--- src/rtl/sb_inject_sched.sv ---
`default_nettype none
// ============================================================================
// Module   : sb_inject_sched
// Brief    : Side-buffer injection scheduler for a 4-slot router stage.
//            Redirected flits wait in a 4-entry FIFO and are re-injected into
//            the lowest-index free slot. Local core flits get the next free
//            slot after that. If the side buffer is blocked for 8 consecutive
//            cycles, one FORCE cycle swaps the buffer head with the east flit.
// Revision : 1.0 - initial release
// ============================================================================
module sb_inject_sched (
    input  logic        clk,
    input  logic        rst_n,
    input  logic [10:0] eastad,
    input  logic [10:0] westad,
    input  logic [10:0] northad,
    input  logic [10:0] southad,
    input  logic        e_vld,
    input  logic        w_vld,
    input  logic        n_vld,
    input  logic        s_vld,
    input  logic        sb_push,
    input  logic [10:0] sb_flit,
    input  logic        core_valid,
    input  logic [10:0] core_flit,
    output logic        core_ready,
    output logic [10:0] ead,
    output logic [10:0] wad,
    output logic [10:0] nad,
    output logic [10:0] sad,
    output logic        e_ovld,
    output logic        w_ovld,
    output logic        n_ovld,
    output logic        s_ovld,
    output logic [2:0]  sb_count,
    output logic        sb_full,
    output logic        starve,
    output logic        sb_ovf
);

    typedef enum logic [1:0] {
        ST_IDLE  = 2'd0,
        ST_WAIT  = 2'd1,
        ST_FORCE = 2'd2
    } state_t;

    state_t      r_state;
    state_t      w_state_nxt;
    logic [2:0]  r_stv_cnt;
    logic [2:0]  w_stv_nxt;

    logic [10:0] r_mem [4];
    logic [1:0]  r_rd_ptr;
    logic [1:0]  r_wr_ptr;
    logic [2:0]  r_count;
    logic        r_ovf;

    logic [10:0] r_ad [4];
    logic [3:0]  r_ovld;

    logic [10:0] w_in_ad [4];
    logic [3:0]  w_in_vld;
    logic [10:0] w_out_ad [4];
    logic [3:0]  w_out_vld;

    logic [2:0]  w_sb_ff;
    logic [2:0]  w_core_ff;
    logic [3:0]  w_occ_after;
    logic        w_sb_has;
    logic        w_inject;
    logic        w_swap;
    logic        w_pop;
    logic        w_ext_acc;
    logic        w_push;
    logic [10:0] w_push_data;
    logic [10:0] w_head;
    logic        w_core_take;
    logic [2:0]  w_count_nxt;

    // Lowest free slot: {found, index}; east has priority.
    function automatic logic [2:0] f_first_free(input logic [3:0] occ);
        casez (occ)
            4'b???0: return 3'b100;
            4'b??01: return 3'b101;
            4'b?011: return 3'b110;
            4'b0111: return 3'b111;
            default: return 3'b000;
        endcase
    endfunction

    assign w_in_ad[0] = eastad;
    assign w_in_ad[1] = westad;
    assign w_in_ad[2] = northad;
    assign w_in_ad[3] = southad;
    assign w_in_vld   = {s_vld, n_vld, w_vld, e_vld};

    // Head is read from registered storage, so a flit written this cycle
    // cannot be injected before the next one.
    assign w_head      = r_mem[r_rd_ptr];
    assign w_sb_has    = (r_count != 3'd0);
    assign w_sb_ff     = f_first_free(w_in_vld);
    assign w_inject    = w_sb_has && w_sb_ff[2];
    assign w_swap      = w_sb_has && !w_sb_ff[2] && (r_state == ST_FORCE);
    assign w_pop       = w_inject || w_swap;
    assign w_occ_after = w_in_vld | (w_inject ? (4'b0001 << w_sb_ff[1:0]) : 4'b0000);
    assign w_core_ff   = f_first_free(w_occ_after);
    assign core_ready  = (r_state != ST_FORCE) && w_core_ff[2];
    assign w_core_take = core_ready && core_valid;

    // A swap displaces the east flit into the tail and blocks external pushes.
    assign w_ext_acc   = sb_push && !w_swap && ((r_count < 3'd4) || w_pop);
    assign w_push      = w_ext_acc || w_swap;
    assign w_push_data = w_swap ? eastad : sb_flit;
    assign w_count_nxt = r_count + {2'b00, w_push} - {2'b00, w_pop};

    // Build next slot contents: pass-through, then SB head, then core flit.
    always_comb begin
        for (int i = 0; i < 4; i++) begin
            w_out_ad[i]  = w_in_vld[i] ? w_in_ad[i] : 11'h000;
            w_out_vld[i] = w_in_vld[i];
            if ((w_inject && (w_sb_ff[1:0] == 2'(i))) || (w_swap && (i == 0))) begin
                w_out_ad[i]  = w_head;
                w_out_vld[i] = 1'b1;
            end
            if (w_core_take && (w_core_ff[1:0] == 2'(i))) begin
                w_out_ad[i]  = core_flit;
                w_out_vld[i] = 1'b1;
            end
        end
    end

    // Starvation FSM next state and counter.
    always_comb begin
        w_state_nxt = r_state;
        w_stv_nxt   = r_stv_cnt;
        case (r_state)
            ST_IDLE: begin
                w_stv_nxt = 3'd0;
                if (w_count_nxt != 3'd0) w_state_nxt = ST_WAIT;
            end
            ST_WAIT: begin
                if (w_count_nxt == 3'd0) begin
                    w_state_nxt = ST_IDLE;
                    w_stv_nxt   = 3'd0;
                end else if (w_pop) begin
                    w_stv_nxt   = 3'd0;
                end else if (r_stv_cnt == 3'd7) begin
                    w_state_nxt = ST_FORCE;
                    w_stv_nxt   = 3'd0;
                end else begin
                    w_stv_nxt   = r_stv_cnt + 3'd1;
                end
            end
            ST_FORCE: begin
                w_stv_nxt   = 3'd0;
                w_state_nxt = (w_count_nxt == 3'd0) ? ST_IDLE : ST_WAIT;
            end
            default: begin
                w_state_nxt = ST_IDLE;
                w_stv_nxt   = 3'd0;
            end
        endcase
    end

    // FSM state register.
    always_ff @(posedge clk or negedge rst_n) begin
        if (!rst_n) begin
            r_state   <= ST_IDLE;
            r_stv_cnt <= 3'd0;
        end else begin
            r_state   <= w_state_nxt;
            r_stv_cnt <= w_stv_nxt;
        end
    end

    // FIFO pointers, occupancy and sticky overflow flag.
    always_ff @(posedge clk or negedge rst_n) begin
        if (!rst_n) begin
            r_rd_ptr <= 2'd0;
            r_wr_ptr <= 2'd0;
            r_count  <= 3'd0;
            r_ovf    <= 1'b0;
        end else begin
            if (w_pop)  r_rd_ptr <= r_rd_ptr + 2'd1;
            if (w_push) r_wr_ptr <= r_wr_ptr + 2'd1;
            r_count <= w_count_nxt;
            if (sb_push && !w_ext_acc) r_ovf <= 1'b1;
        end
    end

    // FIFO storage; contents are don't-care once pointers reset.
    always_ff @(posedge clk) begin
        if (w_push) r_mem[r_wr_ptr] <= w_push_data;
    end

    // Registered slot outputs (one-cycle latency).
    always_ff @(posedge clk or negedge rst_n) begin
        if (!rst_n) begin
            for (int i = 0; i < 4; i++) r_ad[i] <= 11'h000;
            r_ovld <= 4'b0000;
        end else begin
            for (int i = 0; i < 4; i++) r_ad[i] <= w_out_ad[i];
            r_ovld <= w_out_vld;
        end
    end

    assign ead      = r_ad[0];
    assign wad      = r_ad[1];
    assign nad      = r_ad[2];
    assign sad      = r_ad[3];
    assign e_ovld   = r_ovld[0];
    assign w_ovld   = r_ovld[1];
    assign n_ovld   = r_ovld[2];
    assign s_ovld   = r_ovld[3];
    assign sb_count = r_count;
    assign sb_full  = (r_count == 3'd4);
    assign starve   = (r_state == ST_FORCE);
    assign sb_ovf   = r_ovf;

endmodule
`default_nettype wire

--- config.mk ---
export PLATFORM = sky130hd
export DESIGN_NAME = sb_inject_sched
export DESIGN_NICKNAME = d
export VERILOG_FILES = /design/src/rtl/sb_inject_sched.sv
export SDC_FILE = /design/constraint.sdc
export NUM_CORES = 1
export LEC_CHECK = 0
export ABC_AREA = 0
export ABC_CLOCK_PERIOD_IN_PS = 3580
export BUFFER_PORTS_ARGS = -buffer_cell sky130_fd_sc_hd__buf_4
export CELL_PAD_IN_SITES_DETAIL_PLACEMENT = 1
export CELL_PAD_IN_SITES_GLOBAL_PLACEMENT = 1
export CORE_MARGIN = 2
export CORE_UTILIZATION = 42
export DETAILED_ROUTE_END_ITERATION = 8
export PLACE_DENSITY_LB_ADDON = 0.3
export SLEW_MARGIN = 20
export SYNTH_ARGS = -nofsm -noshare
export SYNTH_HDL_FRONTEND = slang
export SYNTH_SLANG_ARGS = --single-unit
export TNS_END_PERCENT = 10
--- constraint.sdc ---
create_clock -name clk -period 3.58 [get_ports clk]
set_input_delay 0 -clock clk [delete_from_list [all_inputs] [get_ports clk]]
set_output_delay 0 -clock clk [all_outputs]
set_load 0.01 [all_outputs]
==> results by stage, run 1 <==
Die:
- The initialized floorplan defines 38 standard-cell rows.
- The full die area is about 0.012 mm^2.
- The die span in y is between 100 and 150 um.
- For this design the top-level I/O count stands at 129.
- After floorplanning, the core was sized to cover roughly 0.011 mm^2.
- The width of the chip is around 110 um.
- The initial standard-cell utilization of the core is 0.430.

Detailed routing:
- In the routed design, unresolved DRC markers number 0.
- The overall routed net length is 14,800 um.
- Before antenna repair, the detailed router went through 4 iterations.
- The count of routing violations after the opening detailed-route iteration is about 150.
- The average wire per standard cell is approximately 22 um.
- The final antenna-violating net count is 0.
- Detailed routing inserted a total of roughly 3,700 vias.
- The detailed-route vias per instance is between 5 and 6.

Clocking:
- In this run the post-CTS setup repair buffer count came out at 0.
- The CTS root buffer is sky130_fd_sc_hd__clkbuf_8.
- The clock tree buffer depth is 2.
- The H-tree was split into 3 levels.
- After clock tree synthesis, the flow added hold-fix buffers numbering 59.
- The clock sink count is 105.
- After clock tree synthesis, the clock-pin slew on the worst setup and hold paths is approximately 0.10 ns.
- TritonCTS built the clock tree.
- The post-cts resize count is 0.
- The later pin in the worst-skew pair is clocked with a latency of ~0.37 ns.
- Buffers inserted during clock tree synthesis total 9.

Synth:
- Of the total synthesized cell area, the portion taken by AND, OR, NAND and NOR gates is 0.147.
- Among all cell types in the netlist, the one instantiated most often is sky130_fd_sc_hd__dfrtp_1.
- The post-synthesis compound-gate area fraction is 0.116.
- The share of async-settable or async-resettable flops after synthesis is 0.581.
- The share of synthesized area occupied by flip-flops and latches is 0.611.
- The main combinational cell family by area after synthesis is simple AND/OR/NAND/NOR gates.
- The portion of synthesized cell area occupied by the leading cell type is 0.328.
- The count of yosys warnings during synthesis is 0.
- In this run, synthesis inferred 44 flip-flops with an integrated enable.
- The synthesized design contains 105 register bits.
- The cell count after synthesis came out at roughly 340.
- The total nets after synthesis is 421.
- Of the total synthesized cell area, the portion taken by XOR and XNOR cells is 0.0124.
- Averaged over all synthesized cells, the footprint is between 10 and 15 um^2.
- The share of synthesized cell area in full adder, half adder and majority cells is 0.0279.
- The number of distinct library cell variants in the gate-level netlist after synthesis is between 40 and 50.
- The cell area that synthesis handed to floorplanning was ~0.0047 mm^2.
- The mux share of post-synthesis cell area is 0.0556.
- The post-synthesis cell type with the largest combined area is sky130_fd_sc_hd__dfrtp_1.
- The commonest register cell after synthesis is sky130_fd_sc_hd__dfrtp_1.
- In the synthesized netlist, the cells that appear most often are sky130_fd_sc_hd__dfrtp_1, sky130_fd_sc_hd__a221o_1, sky130_fd_sc_hd__edfxtp_1.
- By area the synthesized netlist is led by sky130_fd_sc_hd__dfrtp_1, sky130_fd_sc_hd__edfxtp_1, sky130_fd_sc_hd__a221o_1, sky130_fd_sc_hd__and2_1, sky130_fd_sc_hd__mux4_2.

STA:
- The count of final max-slew check failures is 0.
- The worst max-slew margin expressed relative to the limit is 0.279.
- The minimum clock period after layout is 3.22 ns.
- The final-report setup violation count is 0.
- Setup repair after global routing left no endpoint under its margin.
- The post-route fraction of the period consumed by the critical path is 0.900.
- Across all setup checks in the final design, the least slack found is 0.357 ns.
- The largest clock skew in the final design is 0.0125 ns.
- The tightest hold margin is 0.00854 ns.
- The final number of hold-violating endpoints came to 0.
- Static timing analysis puts the maximum clock frequency at roughly 310 MHz.
- The total negative slack for setup checks is 0 ns.
- The actual transition at the worst max-transition pin is about 1.1 ns.

Global routing:
- The total global routing track utilization is 0.254.
- The number of global-route vias before repair is slightly below 4,000.
- The largest net degree at the start of global routing is 62.
- The number of antenna violations at the first check in global routing is 0.
- The first global-routing pass estimated about 22,000 um of wire.
- For this run the aggregate overflow at the end of global routing stands at 0.

Pwr:
- The power density over the cells is ~580 mW/mm^2.
- The leakage power is 2.89 nW.
- Across the VDD grid, the largest voltage drop is 284 uV.

Worst setup path:
- STA classifies the critical path endpoint as a flip-flop.
- The largest fanout on the critical path is 21.
- The arrival time of data at the critical path endpoint is between 3 and 4 ns.
- The critical path launch point is n_vld.
- The end of the worst register-to-register path is r_stv_cnt[0].
- The critical path is of the in2reg type.
- The number of buffers and inverters on the critical path is 4.
- The delay contributed by the slowest stage of the critical path is 0.53 ns.
- The length in cells of the worst reg-to-reg path is 12.
- The start of the worst register-to-register path is sb_count[1].
- For the worst setup path, the data required time is 3.87 ns.
- The critical path depth is 14.
- The critical path startpoint category is an input pin.
- The slowest stage of the critical path belongs to the cell sky130_fd_sc_hd__dlygate4sd3_1.
- The kind of cell with the highest combined delay on the critical path is simple AND/OR/NAND/NOR gates.
- Walking the worst path, the cells encountered are dlygate4sd3_1 -> buf_4 -> and4_1 -> and3_4 -> a21o_4 -> inv_2 -> ha_1 -> inv_1 -> ha_1 -> fa_1 -> xnor3_1 -> nor3_1 -> nor4b_1 -> nor3b_1.
- The setup check on the worst reg-to-reg path leaves a slack of ~0.38 ns.
- The cell with the most instances on the worst path is sky130_fd_sc_hd__ha_1.
- The end of the critical path is r_stv_cnt[0].

Placement:
- The detailed-placement wirelength estimate is approximately 9500 um.
- Once placement completed, the tool counted placed cells totaling just under 600.
- The global placer's final weighted congestion is between 0.8 and 0.9.
- The number of buffers added on ports is 128.
- Before CTS, the worst setup slack after placement is approximately 0.35 ns.

Final layout:
- The layout overhead on the synthesized area is 39.6%.
- At the end of the flow the core is filled with cells to 0.600.
- The number of non-filler instances in the completed layout is between 600 and 700.
- The layout cell share with drive strength beyond 1 is 0.322.
- The number of nets in the finished design is between 600 and 700.

Worst hold path:
- The path class of the tightest hold or removal check is in2reg.

Run status:
- The flow ran to the end, and the final reports show no timing, DRC or antenna violations.

Job:
- The max capacitance violation total is 0.
## cell usage in the layout, fill, tap and decap left out, types with 2 or more instances in the layout
cell type and instances:
sky130_fd_sc_hd__buf_4 133, sky130_fd_sc_hd__dfrtp_1 61, sky130_fd_sc_hd__dlygate4sd3_1 60, sky130_fd_sc_hd__a221o_1 44
sky130_fd_sc_hd__edfxtp_1 44, sky130_fd_sc_hd__nand2_1 43, sky130_fd_sc_hd__and2_1 40, sky130_fd_sc_hd__and3_1 12
sky130_fd_sc_hd__mux4_2 11, sky130_fd_sc_hd__clkbuf_8 9, sky130_fd_sc_hd__ha_1 8, sky130_fd_sc_hd__inv_1 6
sky130_fd_sc_hd__nor2_1 4, sky130_fd_sc_hd__a21oi_1 4, sky130_fd_sc_hd__or3_1 3, sky130_fd_sc_hd__nor3b_1 3
sky130_fd_sc_hd__nand2b_1 2, sky130_fd_sc_hd__inv_2 2, sky130_fd_sc_hd__xor2_1 2, sky130_fd_sc_hd__nor3_1 2
sky130_fd_sc_hd__nand3_1 2, sky130_fd_sc_hd__xnor2_1 2, sky130_fd_sc_hd__clkinvlp_4 2, sky130_fd_sc_hd__inv_6 2
sky130_fd_sc_hd__clkinv_4 2
## how the worst min path moves through the flow
stage	from	endpoint	slack (ns)	cells past startpoint
6_report	eastad[9]	ead[9]	0.009	3
3_5_place_dp	rst_n	r_ovld[1]	0.12	1
3_3_place_gp	rst_n	r_ovld[0]	0.11	1
2_1_floorplan	rst_n	ead[0]	-0.30	0
4_1_cts	eastad[8]	ead[8]	0.0008	3
5_1_grt	eastad[3]	ead[3]	0.002	3
## kinds of logic (layout without fill, tap and decap cells)
family          count (synthesis)  after routing
compound gates                 56             56
xor+xnor                        5              5
fa+ha+maj                      10             10
buf+inv                        30            217
flops                         105            105
mux                            12             12
other cells                     0              1
simple gates                  120            120
## final cells by class
cell class	instances	area [um^2]
clock inverters	7	53.8
fillers	1095	4340
clock buffers	9	124
multi-input cells	203	1670
repair buffers	193	1600
flip-flops and latches	105	2850
diodes	1	2.50
inverters	8	30.0
well taps	140	175
## state kept, by name (all words and copies together) (netlist names)
signal and flops:
nad 11, r_state 2, sb_count 3, wad 11
ead 11, r_rd_ptr 2, r_stv_cnt 3, sad 11
sb_ovf 1, r_ovld 4, r_wr_ptr 2, r_mem 44
## report_power, final
group	switching [W]	internal (W)
Sequential	0.000199	0.00154
Clock	0.000435	0.000259
Combinational	0.000660	0.000686
## metal layers
| metal | global-route usage | routed length, um | vias up |
|---|---|---|---|
| met5 | 0 | 0 | - |
| met4 | 0.124 | 512 | 0 |
| met3 | 0.0391 | 699 | 44 |
| met2 | 0.453 | 7780 | 134 |
| met1 | 0.299 | 5790 | 1860 |
| li1 | - | - | 1636 |
## worst reg2reg max path, delay by kind of cell, from the launching register on
kind | cells | cell delay, ns
xor+xnor | 1 | 0.23
flops | 1 | 0.49
fa+ha+maj | 3 | 0.65
simple gates | 5 | 1.44
compound gates | 1 | 0.23
buf+inv | 2 | 0.09
## through the flow
step,power [W],cell area (um^2)
floorplan,0.00243,4660
global placement,0.00295,5720
detailed placement,0.00301,5720
CTS,0.00375,6490
global route,0.00396,6500
finish,0.00378,6500
Power figures use the tool's default switching activity.
==> inputs of run 2 (changes only) <==
CELL_PAD_IN_SITES_DETAIL_PLACEMENT = 0   (was 1)
SKIP_CTS_REPAIR_TIMING = 1   (was default)
==> results by stage, run 2 (synthesis gave the netlist of run 1 again) <==
Placement:
- The cell area after placement is 0.00572 mm^2 (unchanged).
- The number of buffers added on ports is 128 (unchanged).
- The global placer's final weighted congestion was 0.819 (unchanged).
- The detailed-placement wirelength estimate came to 8670 um (was 9500 um).
- The instance count after placement with tap cells included is 589 (unchanged).

Final layout:
- The number of nets in the finished design is 602 (was 603).
- Commonest cells after routing, fill and taps aside: sky130_fd_sc_hd__buf_4, sky130_fd_sc_hd__dfrtp_1, sky130_fd_sc_hd__dlygate4sd3_1, sky130_fd_sc_hd__a221o_1, sky130_fd_sc_hd__edfxtp_1 (unchanged).
- The top register by number of flip-flops is r_mem (unchanged).
- The design area was 0.00650 mm^2 (about the same).
- The count of fill cells added during filler insertion was 873 (was 1,095).
- The layout overhead on the synthesized area is 39.5% (was 39.6%).
- The layout cell share with drive strength beyond 1 is 0.324 (was 0.322).
- The number of non-filler instances in the completed layout is 664 (was 666).
- The count of antenna diodes in the layout is 0 (was 1).
- The flip-flop count of the largest register after layout is 44 (unchanged).
- The leading cell type in the layout, fill and taps excluded is sky130_fd_sc_hd__buf_4 (unchanged).

STA:
- The count of final max-slew check failures came to 0 (unchanged).
- The tightest hold margin was -0.0208 ns (was 0.00854 ns).
- The final number of hold-violating endpoints is 11 (was 0).
- Setup repair after global routing missed its margin: no (unchanged).
- The maximum clock rate came to 321 MHz (was 310 MHz).
- The worst max-slew margin expressed relative to the limit is 0.348 (was 0.279).
- The final-report setup violation count is 0 (unchanged).
- The actual transition at the worst max-transition pin is 0.971 ns (was 1.07 ns).
- The largest clock skew in the final design is 0.0125 ns (about the same).
- The minimum clock period after layout is 3.11 ns (was 3.22 ns).
- The total negative slack for setup checks is 0 ns (unchanged).
- The post-route fraction of the period consumed by the critical path is 0.869 (was 0.900).

Clocking:
- The level count of the clock H-tree is 3 (unchanged).
- The total CTS buffers is 9 (unchanged).
- The CTS root buffer is sky130_fd_sc_hd__clkbuf_8 (unchanged).
- The latest clock arrival within the worst-skew pair is 0.37 ns (about the same).
- The clock sink count is 105 (unchanged).
- The CTS tree is built (unchanged).
- The clock transition at the registers of the reported paths is 0.10 ns (about the same).
- The clock tree buffer depth is 2 (unchanged).

Job:
- The max capacitance violation total was 0 (unchanged).

Run status:
- The final reports fail on negative hold slack.
- Result of the run: finished with violations (was completed).

Worst setup path:
- The start of the worst register-to-register path is sb_count[2] (was sb_count[1]).
- The delay contributed by the slowest stage of the critical path is 0.46 ns (was 0.53 ns).
- The kind of cell with the highest combined delay on the critical path is simple AND/OR/NAND/NOR gates (unchanged).
- The number of buffers and inverters on the critical path is 2 (was 4).
- The cell at the slowest stage of the critical path is sky130_fd_sc_hd__dfrtp_1 (was sky130_fd_sc_hd__dlygate4sd3_1).
- The critical path startpoint category is a flip-flop (was input pin).
- The start-to-end type of the worst setup path is reg2reg (was in2reg).
- The cell with the most instances on the worst path is sky130_fd_sc_hd__ha_1 (unchanged).
- The endpoint type of the worst setup path was a flip-flop (unchanged).
- The arrival time of data at the critical path endpoint was 3.40 ns (was 3.52 ns).
- The required time at the endpoint of the critical path is 3.87 ns (about the same).
- The critical path launch point is sb_count[2] (was n_vld).
- Ordered cell list for the critical path: or3_1 -> and3_4 -> a21o_4 -> inv_2 -> ha_1 -> inv_1 -> ha_1 -> fa_1 -> xnor3_1 -> nor3_1 -> nor4b_1 -> nor3b_1 (was dlygate4sd3_1 -> buf_4 -> and4_1 -> and3_4 -> a21o_4 -> inv_2 -> ha_1 -> inv_1 -> ha_1 -> fa_1 -> xnor3_1 -> nor3_1 -> nor4b_1 -> nor3b_1).
- The largest fanout on the critical path came to 12 (was 21).

Die:
- The initial standard-cell utilization of the core is 0.430 (unchanged).
- The number of placement rows is 38 (unchanged).
- The core region area was 0.0108 mm^2 (unchanged).
- The width of the chip is 109 um (unchanged).
- The count of pins on the block boundary came to 129 (unchanged).
- The full die area is 0.0119 mm^2 (unchanged).
- The die span in y came to 109 um (unchanged).

Pwr:
- The combinational cell fraction of total power is 0.349 (was 0.357).
- The cell-internal power is 0.00249 W (was 0.00248 W).
- The power density over the cells is 571 mW/mm^2 (was 581 mW/mm^2).
- The net switching power figure came to 0.00122 W (was 0.00129 W).
- The fraction of power spent switching nets is 0.329 (was 0.343).
- The relative contribution of sequential cells to total power is 0.464 (was 0.460).
- The fraction of power consumed by the clock network was 0.187 (was 0.184).
- The leakage power was 2.89 nW (about the same).
- The worst voltage drop across the vdd grid was 230 uV (was 284 uV).

Detailed routing:
- The number of optimization iterations in the first detailed-route pass is 4 (unchanged).
- The detailed-route vias per instance came to 5.21 (was 5.52).
- The vias after detailed routing was 3,461 (was 3,674).
- The count of routing violations after the opening detailed-route iteration is 196 (was 152).
- The count of unresolved DRC violations after routing is 0 (unchanged).
- The final antenna-violating net count is 0 (unchanged).
- The overall routed net length is 11,900 um (was 14,800 um).
- The average wire per standard cell is 17.9 um (was 22.2 um).

Global routing:
- The number of global-route vias before repair was 3,149 (was 3,957).
- The met3 layer usage reported by global route was 0.0356 (was 0.0391).
- The number of antenna violations at the first check in global routing is 0 (unchanged).
- The global routing usage on met1 came to 0.260 (was 0.299).
- The residual overflow from global routing came to 0 (unchanged).
- The met2 layer usage reported by global route is 0.321 (was 0.453).
- The routing layer with the top usage in global route is met2 (unchanged).
- The wire length of the first global-routing pass was 17,000 um (was 22,100 um).
- The total global routing track utilization is 0.194 (was 0.254).
- The largest net degree at the start of global routing is 62 (unchanged).

Worst hold path:
- The worst min-delay path class is in2reg (unchanged).
- The origin of the worst min-delay path was sb_flit[10] (was eastad[9]).
run 2: power groups by stage:
stage,sequential [W],clock (W),combinational [W]
5_1_grt,0.00176,0.000766,0.00140
2_1_floorplan,0.00174,0,0.000692
3_5_place_dp,0.00176,0,0.00122
4_1_cts,0.00173,0.000711,0.00122
3_3_place_gp,0.00174,0,0.00120
6_report,0.00172,0.000692,0.00130
run 2: per-stage QoR:
stage	util	setup WS, ns	power (W)	hold slack (ns)
finish	0.599	0.469	0.00371	-0.0208
global placement	0.528	0.503	0.00295	0.113
CTS	0.545	0.439	0.00366	-0.286
detailed placement	0.528	0.462	0.00298	0.120
global route	0.599	0.209	0.00393	0.00313
floorplan	-	0.562	0.00243	-0.296
run 2: worst min-delay path, delay by kind of cell:
family / cells / cell delay [ns]
and+or+nand+nor: 2 / 0.14
buffers and inverters: 1 / 0.08
run 2: worst paths after layout:
path                            slack [ns]  cells past startpoint           end
worst max-delay path                  0.47                     12  r_stv_cnt[0]
worst min-delay path                 -0.02                      3  r_mem[2][10]
worst max register to register        0.47                     12  r_stv_cnt[0]
worst min register to register        0.46                      1  r_stv_cnt[0]
max in group asynchronous             2.83                      2       sad[10]
min in group asynchronous             0.24                      2     r_ovld[3]
run 2: cell type report:
class	count	area, um^2	share of cell area
Tap cell	140	175	0.0270
Inverter	8	30.0	0.00462
Sequential cell	105	2850	0.438
Clock inverter	7	60.1	0.00924
Timing Repair Buffer	192	1590	0.245
Clock buffer	9	124	0.0191
Multi-Input combinational cell	203	1670	0.257
run 2: layer usage:
metal / share of wire / wire length, um
met1: 0.43 / 5100
met2: 0.50 / 5930
met4: 0.018 / 211
met5: 0 / 0
met3: 0.056 / 667
